$ cat src/rtl/core_pkg.sv
// core_pkg: shared rename widths, history-buffer entry and recovery FSM state
package core_pkg;
  localparam int ARCH_IDX_W = 5;
  localparam int PHYS_IDX_W = 6;
  typedef struct packed {
    logic [ARCH_IDX_W-1:0] arch_rd;
    logic [PHYS_IDX_W-1:0] old_phys;
    logic [PHYS_IDX_W-1:0] new_phys;
  } hb_entry_t;
  typedef enum logic [1:0] {IDLE, WALK, DONE} recov_state_t;
endpackage

$ cat src/rtl/rename_recovery_ctrl.sv
// rename_recovery_ctrl: rename history buffer; records renames, frees retired old_phys, walks youngest-first on flush to restore the map (ports: rec_* in, ret_* in/out, flush_req in, walk_* out, busy/count/rec_ready out)
module rename_recovery_ctrl
  import core_pkg::*;
#(
  parameter int HB_DEPTH = 16,
  parameter int LANES = 2
) (
  input  logic                                  clk,
  input  logic                                  reset,
  input  logic [LANES-1:0]                      rec_en,
  input  logic [LANES-1:0][ARCH_IDX_W-1:0]      rec_arch_rd,
  input  logic [LANES-1:0][PHYS_IDX_W-1:0]      rec_old_phys,
  input  logic [LANES-1:0][PHYS_IDX_W-1:0]      rec_new_phys,
  output logic                                  rec_ready,
  input  logic [LANES-1:0]                      ret_en,
  output logic [LANES-1:0][PHYS_IDX_W-1:0]      ret_free_phys,
  input  logic                                  flush_req,
  output logic [LANES-1:0]                      walk_en,
  output logic [LANES-1:0][ARCH_IDX_W-1:0]      walk_arch_rd,
  output logic [LANES-1:0][PHYS_IDX_W-1:0]      walk_restore_phys,
  output logic [LANES-1:0][PHYS_IDX_W-1:0]      walk_free_phys,
  output logic                                  busy,
  output logic [$clog2(HB_DEPTH):0]             count
);
  localparam int PW = $clog2(HB_DEPTH);
  localparam int CW = PW + 1;
  hb_entry_t mem [HB_DEPTH];
  recov_state_t state, state_n;
  logic [PW-1:0] head, tail, head_n, tail_n;
  logic [CW-1:0] count_n, n_ret, n_rec, n_walk, post;
  logic [CW-1:0] rec_off [LANES];
  logic idle;
  assign idle = state == IDLE;
  assign busy = !idle;
  assign rec_ready = count <= CW'(HB_DEPTH - LANES) && idle && !flush_req;
  assign post = count - n_ret;
  assign n_walk = count >= CW'(LANES) ? CW'(LANES) : count;
  // rec_off packs enabled lanes into consecutive slots, keeping lane order
  always_comb begin
    n_ret = '0;
    n_rec = '0;
    for (int i = 0; i < LANES; i++) begin
      rec_off[i] = n_rec;
      n_rec = n_rec + CW'(rec_en[i] & rec_ready);
      n_ret = n_ret + CW'(ret_en[i] & idle);
    end
  end
  // retirement is folded into post, so a same-cycle flush walks only what remains
  always_comb begin
    state_n = state;
    head_n = head + PW'(n_ret);
    tail_n = tail + PW'(n_rec);
    count_n = post + n_rec;
    if (state == IDLE)
      state_n = flush_req ? (post != '0 ? WALK : DONE) : IDLE;
    else if (state == WALK) begin
      tail_n = tail - PW'(n_walk);
      count_n = count - n_walk;
      state_n = count == n_walk ? DONE : WALK;
    end else
      state_n = IDLE;
  end
  always_ff @(posedge clk or posedge reset)
    if (reset) begin
      state <= IDLE;
      head <= '0;
      tail <= '0;
      count <= '0;
    end else begin
      state <= state_n;
      head <= head_n;
      tail <= tail_n;
      count <= count_n;
    end
  always_ff @(posedge clk)
    for (int i = 0; i < LANES; i++)
      if (rec_en[i] && rec_ready)
        mem[tail + PW'(rec_off[i])] <= {rec_arch_rd[i], rec_old_phys[i], rec_new_phys[i]};
  // lane i walks tail-1-i, so the youngest entry is on lane0 and the older one lands last
  always_comb
    for (int i = 0; i < LANES; i++) begin
      ret_free_phys[i] = mem[head + PW'(i)].old_phys;
      walk_en[i] = state == WALK && count > CW'(i);
      walk_arch_rd[i] = mem[tail - PW'(i + 1)].arch_rd;
      walk_restore_phys[i] = mem[tail - PW'(i + 1)].old_phys;
      walk_free_phys[i] = mem[tail - PW'(i + 1)].new_phys;
    end
  a_ret_thermo: assert property (@(posedge clk) disable iff (reset) (ret_en & (ret_en + LANES'(1))) == '0);
  a_ret_busy: assert property (@(posedge clk) disable iff (reset) busy |-> ret_en == '0);
  a_ret_count: assert property (@(posedge clk) disable iff (reset) CW'($countones(ret_en)) <= count);
endmodule

$ cat config.mk
export PLATFORM = sky130hd
export DESIGN_NAME = rename_recovery_ctrl
export DESIGN_NICKNAME = d
export VERILOG_FILES = /design/src/rtl/core_pkg.sv /design/src/rtl/rename_recovery_ctrl.sv
export SDC_FILE = /design/constraint.sdc
export NUM_CORES = 1
export LEC_CHECK = 0
export BUFFER_PORTS_ARGS = -buffer_cell sky130_fd_sc_hd__buf_2
export CAP_MARGIN = 40
export CELL_PAD_IN_SITES_DETAIL_PLACEMENT = 1
export CELL_PAD_IN_SITES_GLOBAL_PLACEMENT = 1
export CORE_MARGIN = 5
export CORE_UTILIZATION = 48
export CTS_CLUSTER_SIZE = 14
export DETAILED_ROUTE_END_ITERATION = 8
export GPL_ROUTABILITY_DRIVEN = 0
export HOLD_SLACK_MARGIN = 0.08
export PLACE_DENSITY = 0.81
export SLEW_MARGIN = 0
export SYNTH_ARGS = -nofsm -noshare
export SYNTH_HDL_FRONTEND = slang
export SYNTH_SLANG_ARGS = --single-unit
$ cat constraint.sdc
create_clock -name clk -period 7 [get_ports clk]
set_clock_uncertainty 0.2 [all_clocks]
set_input_delay 1.75 -clock clk [delete_from_list [all_inputs] [get_ports clk]]
set_output_delay 1.75 -clock clk [all_outputs]
set_load 0.1 [all_outputs]
==> results of run 1 <==
synth_stat cells (all sizes together) (13+ instances only):
| cell type | number |
|---|---|
| a211oi | 17 |
| a21o | 17 |
| a221oi | 23 |
| a31oi | 13 |
| a32o | 24 |
| buf | 45 |
| clkbuf | 87 |
| dfrtp | 15 |
| edfxtp | 272 |
| ha | 25 |
| inv | 18 |
| mux2 | 272 |
| mux2i | 52 |
| mux4 | 144 |
| nand2 | 193 |
| nand3 | 52 |
| nor2 | 20 |
| nor2b | 19 |
worst max path at each step:
stage / endpoint / cells past startpoint / startpoint / slack [ps]
finish: walk_arch_rd[0] / 9 / tail[1]$_DFF_PP0_ / 770
detailed placement: mem[14][11]$_DFFE_PP_ / 11 / flush_req / 1060
CTS: walk_arch_rd[2] / 9 / tail[1]$_DFF_PP0_ / 890
global route: walk_arch_rd[1] / 9 / tail[1]$_DFF_PP0_ / 720
global placement: mem[10][12]$_DFFE_PP_ / 11 / flush_req / 1030
floorplan: walk_arch_rd[7] / 11 / tail[1]$_DFF_PP0_ / 290
sequential cells by signal, summed over array words and instances (netlist names):
name / cells
mem: 272
count: 5
head: 4
tail: 4
state: 2
logic make-up after synthesis:
kind of cell             Yosys count
buffers and inverters            150
XOR/XNOR                          18
AND/OR/NAND/NOR                  328
other                              1
adder cells (fa/ha/maj)           30
multiplexers                     468
flip-flops                       287
AO/OA/AOI/OAI                    120
worst max-delay path: cells and delay by family (launching register included):
family	cells	cell delay [ps]
compound gates	2	660
mux	1	190
flops	1	420
xor+xnor	1	190
fa+ha+maj	1	360
buf+inv	4	1840
per-stage QoR:
stage / util / cells / setup WS (ps)
floorplan: - / 1403 / 292.4
global placement: 0.5090 / 1935 / 1034
detailed placement: 0.5143 / 1946 / 1063
CTS: 0.5415 / 2007 / 887.2
global route: 0.5416 / 2009 / 723.6
finish: 0.5416 / 2009 / 774.8
area by class of cell:
type,count,area (µm²)
fillers,3896,18170
multi-input cells,966,10050
flip-flops and latches,287,8551
repair buffers,150,1065
clock buffers,44,952.2
well taps,525,656.9
clock inverters,17,126.4
inverters,18,67.56
diodes,2,5.005
routing by layer:
metal / global-route usage / share of wire / vias up
met1: 0.3784 / 0.36 / 7278
li1: - / - / 5652
met5: 0 / 0 / -
met4: 0.1523 / 0.058 / 0
met3: 0.05172 / 0.091 / 235
met2: 0.4979 / 0.49 / 889
==> impl_metrics.prom, run 1 <==
# TYPE chip_impl_metric gauge
chip_impl_metric{name="ff2ff_setup_slack",unit="ps"} 2060
chip_impl_metric{name="synth_top_area_share",unit=""} 0.4259
chip_impl_metric{name="post_cts.resized_instances",unit=""} 0
chip_impl_metric{name="grt_antenna_before_repair",unit=""} 2
chip_impl_metric{name="setup-tns-final",unit="ps"} 0
chip_impl_metric{name="clkLatencyLatePin",unit="ps"} 510
chip_impl_metric{name="routedWlPerCell",unit="µm"} 33.53
chip_impl_metric{name="reg2regPathDepth",unit=""} 10
chip_impl_info{name="mostFrequentLayoutCell",value="sky130_fd_sc_hd__edfxtp_1"} 1
chip_impl_metric{name="drc",unit=""} 0
chip_impl_metric{name="nets",unit=""} 1528
chip_impl_info{name="timing.critical_path.to_type",value="output pin"} 1
chip_impl_metric{name="crit_fanout",unit=""} 85
chip_impl_metric{name="cts_inserted_buffers",unit=""} 34
chip_impl_metric{name="grt_first_pass_wirelength",unit="mm"} 98.75
chip_impl_info{name="synth_top_area_cells",value="sky130_fd_sc_hd__edfxtp_1 (43%), sky130_fd_sc_hd__mux4_2 (17%), sky130_fd_sc_hd__mux2_2 (16%)"} 1
chip_impl_metric{name="crit_path_max_incr_delay",unit="ps"} 510
chip_impl_metric{name="yosys_warnings",unit=""} 0
chip_impl_metric{name="drt_pass1_iterations",unit=""} 5
chip_impl_info{name="layout_common_cells",value="sky130_fd_sc_hd__edfxtp_1 (272), sky130_fd_sc_hd__mux2_2 (270), sky130_fd_sc_hd__nand2_1 (193)"} 1
chip_impl_metric{name="cap_violations",unit=""} 0
chip_impl_info{name="cp-start-kind",value="register"} 1
chip_impl_info{name="cts_tree",value="done"} 1
chip_impl_metric{name="vias",unit=""} 14050
chip_impl_metric{name="synth-seq-area-share",unit=""} 0.4454
chip_impl_metric{name="drive_above_1_share",unit=""} 0.4366
chip_impl_info{name="synth_largest_area_cell",value="sky130_fd_sc_hd__edfxtp_1"} 1
chip_impl_metric{name="post_synth.cell_area_avg",unit="µm²"} 13.68
chip_impl_metric{name="die_width",unit="µm"} 209.9
chip_impl_metric{name="cp_required",unit="ps"} 5050
chip_impl_info{name="reg2reg_from",value="count[2]$_DFF_PP0_"} 1
chip_impl_info{name="holdPathEnd",value="count[4]$_DFF_PP0_"} 1
chip_impl_metric{name="initialDrtViolationCount",unit=""} 1576
chip_impl_metric{name="synth-adder-area-share",unit=""} 0.02153
chip_impl_metric{name="timing.hold.worst_path_depth",unit=""} 1
chip_impl_metric{name="postCtsSetupBuffers",unit=""} 0
chip_impl_metric{name="mappedNetlistArea",unit="µm²"} 19180
chip_impl_metric{name="synthDistinctLibCells",unit=""} 56
chip_impl_metric{name="max-clock-path-buffers",unit=""} 3
chip_impl_metric{name="synth_cells",unit=""} 1402
chip_impl_metric{name="final-setup-viol-count",unit=""} 0
chip_impl_metric{name="clock_slew_at_reported_path_ffs",unit="ps"} 60
chip_impl_info{name="outcome",value="completed"} 1
chip_impl_metric{name="max_slew_violation_count",unit=""} 0
chip_impl_metric{name="vias_per_cell",unit=""} 6.996
chip_impl_info{name="hold_path_startpoint",value="count[4]$_DFF_PP0_"} 1
chip_impl_metric{name="cts_hold_bufs",unit=""} 0
chip_impl_metric{name="post-route-min-period",unit="ps"} 6225
chip_impl_metric{name="holdWs",unit="ps"} 458.0
chip_impl_info{name="worst_reg2reg_endpoint",value="mem[14][6]$_DFFE_PP_"} 1
chip_impl_metric{name="cp_data_arrival_time",unit="ps"} 4280
chip_impl_info{name="worstPathCellList",value="inv_1 -> buf_4 -> ha_1 -> xor2_4 -> buf_12 -> mux2i_1 -> a221oi_1 -> a32o_1 -> buf_2"} 1
chip_impl_metric{name="yosys.area_share.xor_xnor",unit=""} 0.008220
chip_impl_metric{name="report.final.hold_viol_count",unit=""} 0
chip_impl_metric{name="floorplan.die.height",unit="µm"} 209.9
chip_impl_metric{name="fp-row-count",unit=""} 73
chip_impl_info{name="hold_path.class",value="reg2reg"} 1
chip_impl_metric{name="count_of_flip_flops_with_a_built_in_enable_after_synthesis",unit=""} 272
chip_impl_metric{name="placed_standard_cell_area",unit="µm²"} 20390
chip_impl_info{name="crit_path_top_delay_cell",value="sky130_fd_sc_hd__inv_1"} 1
chip_impl_metric{name="synth_simple_gate_area_share",unit=""} 0.08435
chip_impl_metric{name="floorplan.initialDensity",unit=""} 0.4838
chip_impl_metric{name="postLayoutCellArea",unit="µm²"} 21470
chip_impl_metric{name="place.detailed.hpwl",unit="mm"} 43.82
chip_impl_metric{name="synth.area.mux_share",unit=""} 0.3559
chip_impl_metric{name="number_of_levels_in_the_clock_h_tree",unit=""} 2
chip_impl_info{name="postSynth.topFlopCell",value="sky130_fd_sc_hd__edfxtp_1"} 1
chip_impl_metric{name="drt-total-wl",unit="mm"} 67.36
chip_impl_info{name="clock_tree.root_cell",value="sky130_fd_sc_hd__clkbuf_16"} 1
chip_impl_info{name="unrepaired_setup_endpoints_after_global_routing",value="false"} 1
chip_impl_metric{name="grt-ovfl-total",unit=""} 0
chip_impl_metric{name="cts_sinks",unit=""} 287
chip_impl_metric{name="max-slew-margin-rel",unit=""} 0.3607
chip_impl_metric{name="max_freq",unit="MHz"} 160.6
chip_impl_info{name="combinational_family_with_the_most_area_after_synthesis",value="multiplexers"} 1
chip_impl_metric{name="floorplan.die_area",unit="µm²"} 44060
chip_impl_metric{name="synth_area_in_compound_gates",unit=""} 0.04893
chip_impl_metric{name="global_route_usage_over_all_layers",unit=""} 0.2992
chip_impl_metric{name="actual_slew_at_the_worst_max_slew_pin",unit="ps"} 955.8
chip_impl_metric{name="total_of_flip_flops_plus_latches_after_synthesis",unit=""} 287
chip_impl_metric{name="grt_start_max_net_pins",unit=""} 111
chip_impl_metric{name="syn2layout_area_growth",unit="%"} 11.94
chip_impl_metric{name="drt.antenna.violating_nets",unit=""} 0
chip_impl_metric{name="placeableCoreArea",unit="µm²"} 39640
chip_impl_metric{name="grt_pass1_vias",unit=""} 14860
chip_impl_metric{name="io_buffers",unit=""} 95
chip_impl_metric{name="final.period_utilization",unit=""} 0.8893
chip_impl_info{name="crit_type",value="reg2out"} 1
chip_impl_metric{name="async_flop_share",unit=""} 0.05226
chip_impl_metric{name="floorplan.io_pins",unit=""} 96
Power of run 1 is left out: the tool's default activity adds up to more than one toggle a clock period on the data nets, which glitch-free logic cannot reach.
==> run 2: changes to the inputs <==
- CORE_MARGIN: 5 -> not set
==> run 2 against run 1 <==
  * Global-route usage rose by 3.5 points
  * Register-to-register slack worse by 30 ps
  * Cell area grew 0.27%
  * First-iteration DRC count grew 5.0%
  * Critical path depth shrank 1
  * Largest cell class unchanged
==> impl_metrics.prom, run 2 (same netlist as run 1, synthesis figures left out) <==
# TYPE chip_impl_metric gauge
chip_impl_metric{name="drt_pass1_iterations",unit=""} 5
chip_impl_metric{name="crit_fanout",unit=""} 29
chip_impl_metric{name="floorplan.initialDensity",unit=""} 0.4917
chip_impl_metric{name="postCtsSetupBuffers",unit=""} 0
chip_impl_metric{name="die_width",unit="µm"} 201.9
chip_impl_info{name="clock_tree.root_cell",value="sky130_fd_sc_hd__clkbuf_16"} 1
chip_impl_metric{name="floorplan.io_pins",unit=""} 96
chip_impl_metric{name="place.detailed.hpwl",unit="mm"} 43.68
chip_impl_metric{name="report.final.hold_viol_count",unit=""} 0
chip_impl_metric{name="nets",unit=""} 1528
chip_impl_metric{name="max-clock-path-buffers",unit=""} 3
chip_impl_metric{name="clkLatencyLatePin",unit="ps"} 510
chip_impl_metric{name="syn2layout_area_growth",unit="%"} 12.24
chip_impl_metric{name="actual_slew_at_the_worst_max_slew_pin",unit="ps"} 937.4
chip_impl_metric{name="number_of_levels_in_the_clock_h_tree",unit=""} 2
chip_impl_metric{name="grt_start_max_net_pins",unit=""} 86
chip_impl_metric{name="finish.cell_count_without_fillers",unit=""} 2000
chip_impl_metric{name="final-setup-viol-count",unit=""} 0
chip_impl_metric{name="io_buffers",unit=""} 95
chip_impl_metric{name="grt_first_pass_wirelength",unit="mm"} 100.3
chip_impl_info{name="layout_common_cells",value="sky130_fd_sc_hd__edfxtp_1 (272), sky130_fd_sc_hd__mux2_2 (270), sky130_fd_sc_hd__nand2_1 (193)"} 1
chip_impl_metric{name="placeableCoreArea",unit="µm²"} 39010
chip_impl_metric{name="floorplan.die_area",unit="µm²"} 40760
chip_impl_metric{name="post-route-min-period",unit="ps"} 6241
chip_impl_metric{name="max_slew_violation_count",unit=""} 0
chip_impl_metric{name="initialDrtViolationCount",unit=""} 1655
chip_impl_metric{name="grt_antenna_before_repair",unit=""} 1
chip_impl_metric{name="cts_inserted_buffers",unit=""} 34
chip_impl_metric{name="max_freq",unit="MHz"} 160.2
chip_impl_metric{name="global_route_usage_over_all_layers",unit=""} 0.3347
chip_impl_metric{name="post_cts.resized_instances",unit=""} 0
chip_impl_metric{name="clock_slew_at_reported_path_ffs",unit="ps"} 60
chip_impl_metric{name="vias_per_cell",unit=""} 7.139
chip_impl_metric{name="routedWlPerCell",unit="µm"} 33.82
chip_impl_metric{name="cap_violations",unit=""} 0
chip_impl_metric{name="fp-row-count",unit=""} 72
chip_impl_info{name="timing.critical_path.to_type",value="output pin"} 1
chip_impl_metric{name="largest_register_ffs",unit=""} 272
chip_impl_metric{name="cts_hold_bufs",unit=""} 0
chip_impl_metric{name="dp_cells",unit=""} 1939
chip_impl_metric{name="cp_required",unit="ps"} 5050
chip_impl_info{name="cts_tree",value="done"} 1
chip_impl_metric{name="grt_pass1_vias",unit=""} 14890
chip_impl_metric{name="vias",unit=""} 14280
chip_impl_info{name="hold_path.class",value="reg2reg"} 1
chip_impl_metric{name="drive_above_1_share",unit=""} 0.4396
chip_impl_metric{name="final.period_utilization",unit=""} 0.8915
chip_impl_metric{name="cts_sinks",unit=""} 287
chip_impl_metric{name="drt.antenna.violating_nets",unit=""} 0
chip_impl_metric{name="max-slew-margin-rel",unit=""} 0.3751
chip_impl_info{name="crit_type",value="reg2out"} 1
chip_impl_metric{name="floorplan.die.height",unit="µm"} 201.9
chip_impl_info{name="mostFrequentLayoutCell",value="sky130_fd_sc_hd__edfxtp_1"} 1
chip_impl_metric{name="drc",unit=""} 0
chip_impl_metric{name="drt-total-wl",unit="mm"} 67.63
chip_impl_info{name="cp-start-kind",value="register"} 1
chip_impl_metric{name="cp_data_arrival_time",unit="ps"} 4290
chip_impl_metric{name="setup-tns-final",unit="ps"} 0
chip_impl_metric{name="grt-ovfl-total",unit=""} 0
chip_impl_info{name="outcome",value="completed"} 1
chip_impl_info{name="unrepaired_setup_endpoints_after_global_routing",value="false"} 1
## run 2: changes by cell type in the layout (fill, tap and decap cells not counted), sizes merged
cell,delta
diode,-1
clkinv,-4
clkinvlp,+1
bufinv,+3
clkbuf,-2
inv,+1
## run 2: metal layers
layer / up-vias / global-route usage / part of all wire
met5: - / 0.008333 / 0.00077
met4: 4 / 0.1799 / 0.056
met3: 235 / 0.05466 / 0.096
met2: 999 / 0.5514 / 0.48
met1: 7416 / 0.4232 / 0.36
li1: 5623 / - / -
## run 2: metrics by stage
stage | hold slack [ps] | utilization | cell area, µm² | setup WS, ps
2_1_floorplan | 305.0 | - | 19180 | 292.4
3_3_place_gp | 435.0 | 0.5157 | 20120 | 1225
3_5_place_dp | 433.8 | 0.5224 | 20380 | 1010
4_1_cts | 458.1 | 0.5518 | 21530 | 857.4
5_1_grt | 502.4 | 0.5518 | 21530 | 649.1
6_report | 471.7 | 0.5519 | 21530 | 759.5
## run 2: critical path: stages, from the launching register on
cell,delay (ps)
sky130_fd_sc_hd__dfrtp_2,340
sky130_fd_sc_hd__buf_4,310
sky130_fd_sc_hd__inv_1,420
sky130_fd_sc_hd__ha_2,1030
sky130_fd_sc_hd__buf_4,440
sky130_fd_sc_hd__mux4_2,260
sky130_fd_sc_hd__nand2_1,80
sky130_fd_sc_hd__a31oi_1,350
sky130_fd_sc_hd__buf_2,500
## run 2: final timing paths
kind,startpoint,endpoint,slack [ps],depth (start not counted)
setup reg to reg,count[2]$_DFF_PP0_,mem[14][15]$_DFFE_PP_,2030,10
hold / removal,count[4]$_DFF_PP0_,count[4]$_DFF_PP0_,470,1
hold reg to reg,count[4]$_DFF_PP0_,count[4]$_DFF_PP0_,470,1
min in group asynchronous,reset,head[1]$_DFF_PP0_,1160,2
max in group asynchronous,reset,tail[0]$_DFF_PP0_,4900,2
setup / recovery,tail[1]$_DFF_PP0_,walk_free_phys[11],760,8
## run 2: layout make-up
cell class,instances,area (µm²)
Tap cell,518,648.1
Antenna cell,1,2.502
Multi-Input combinational cell,966,10050
Inverter,18,67.56
Timing Repair Buffer,150,1062
Clock buffer,42,922.1
Sequential cell,287,8551
Fill cell,3798,17480
Clock inverter,18,227.7
Power of run 2 is left out for the same reason.
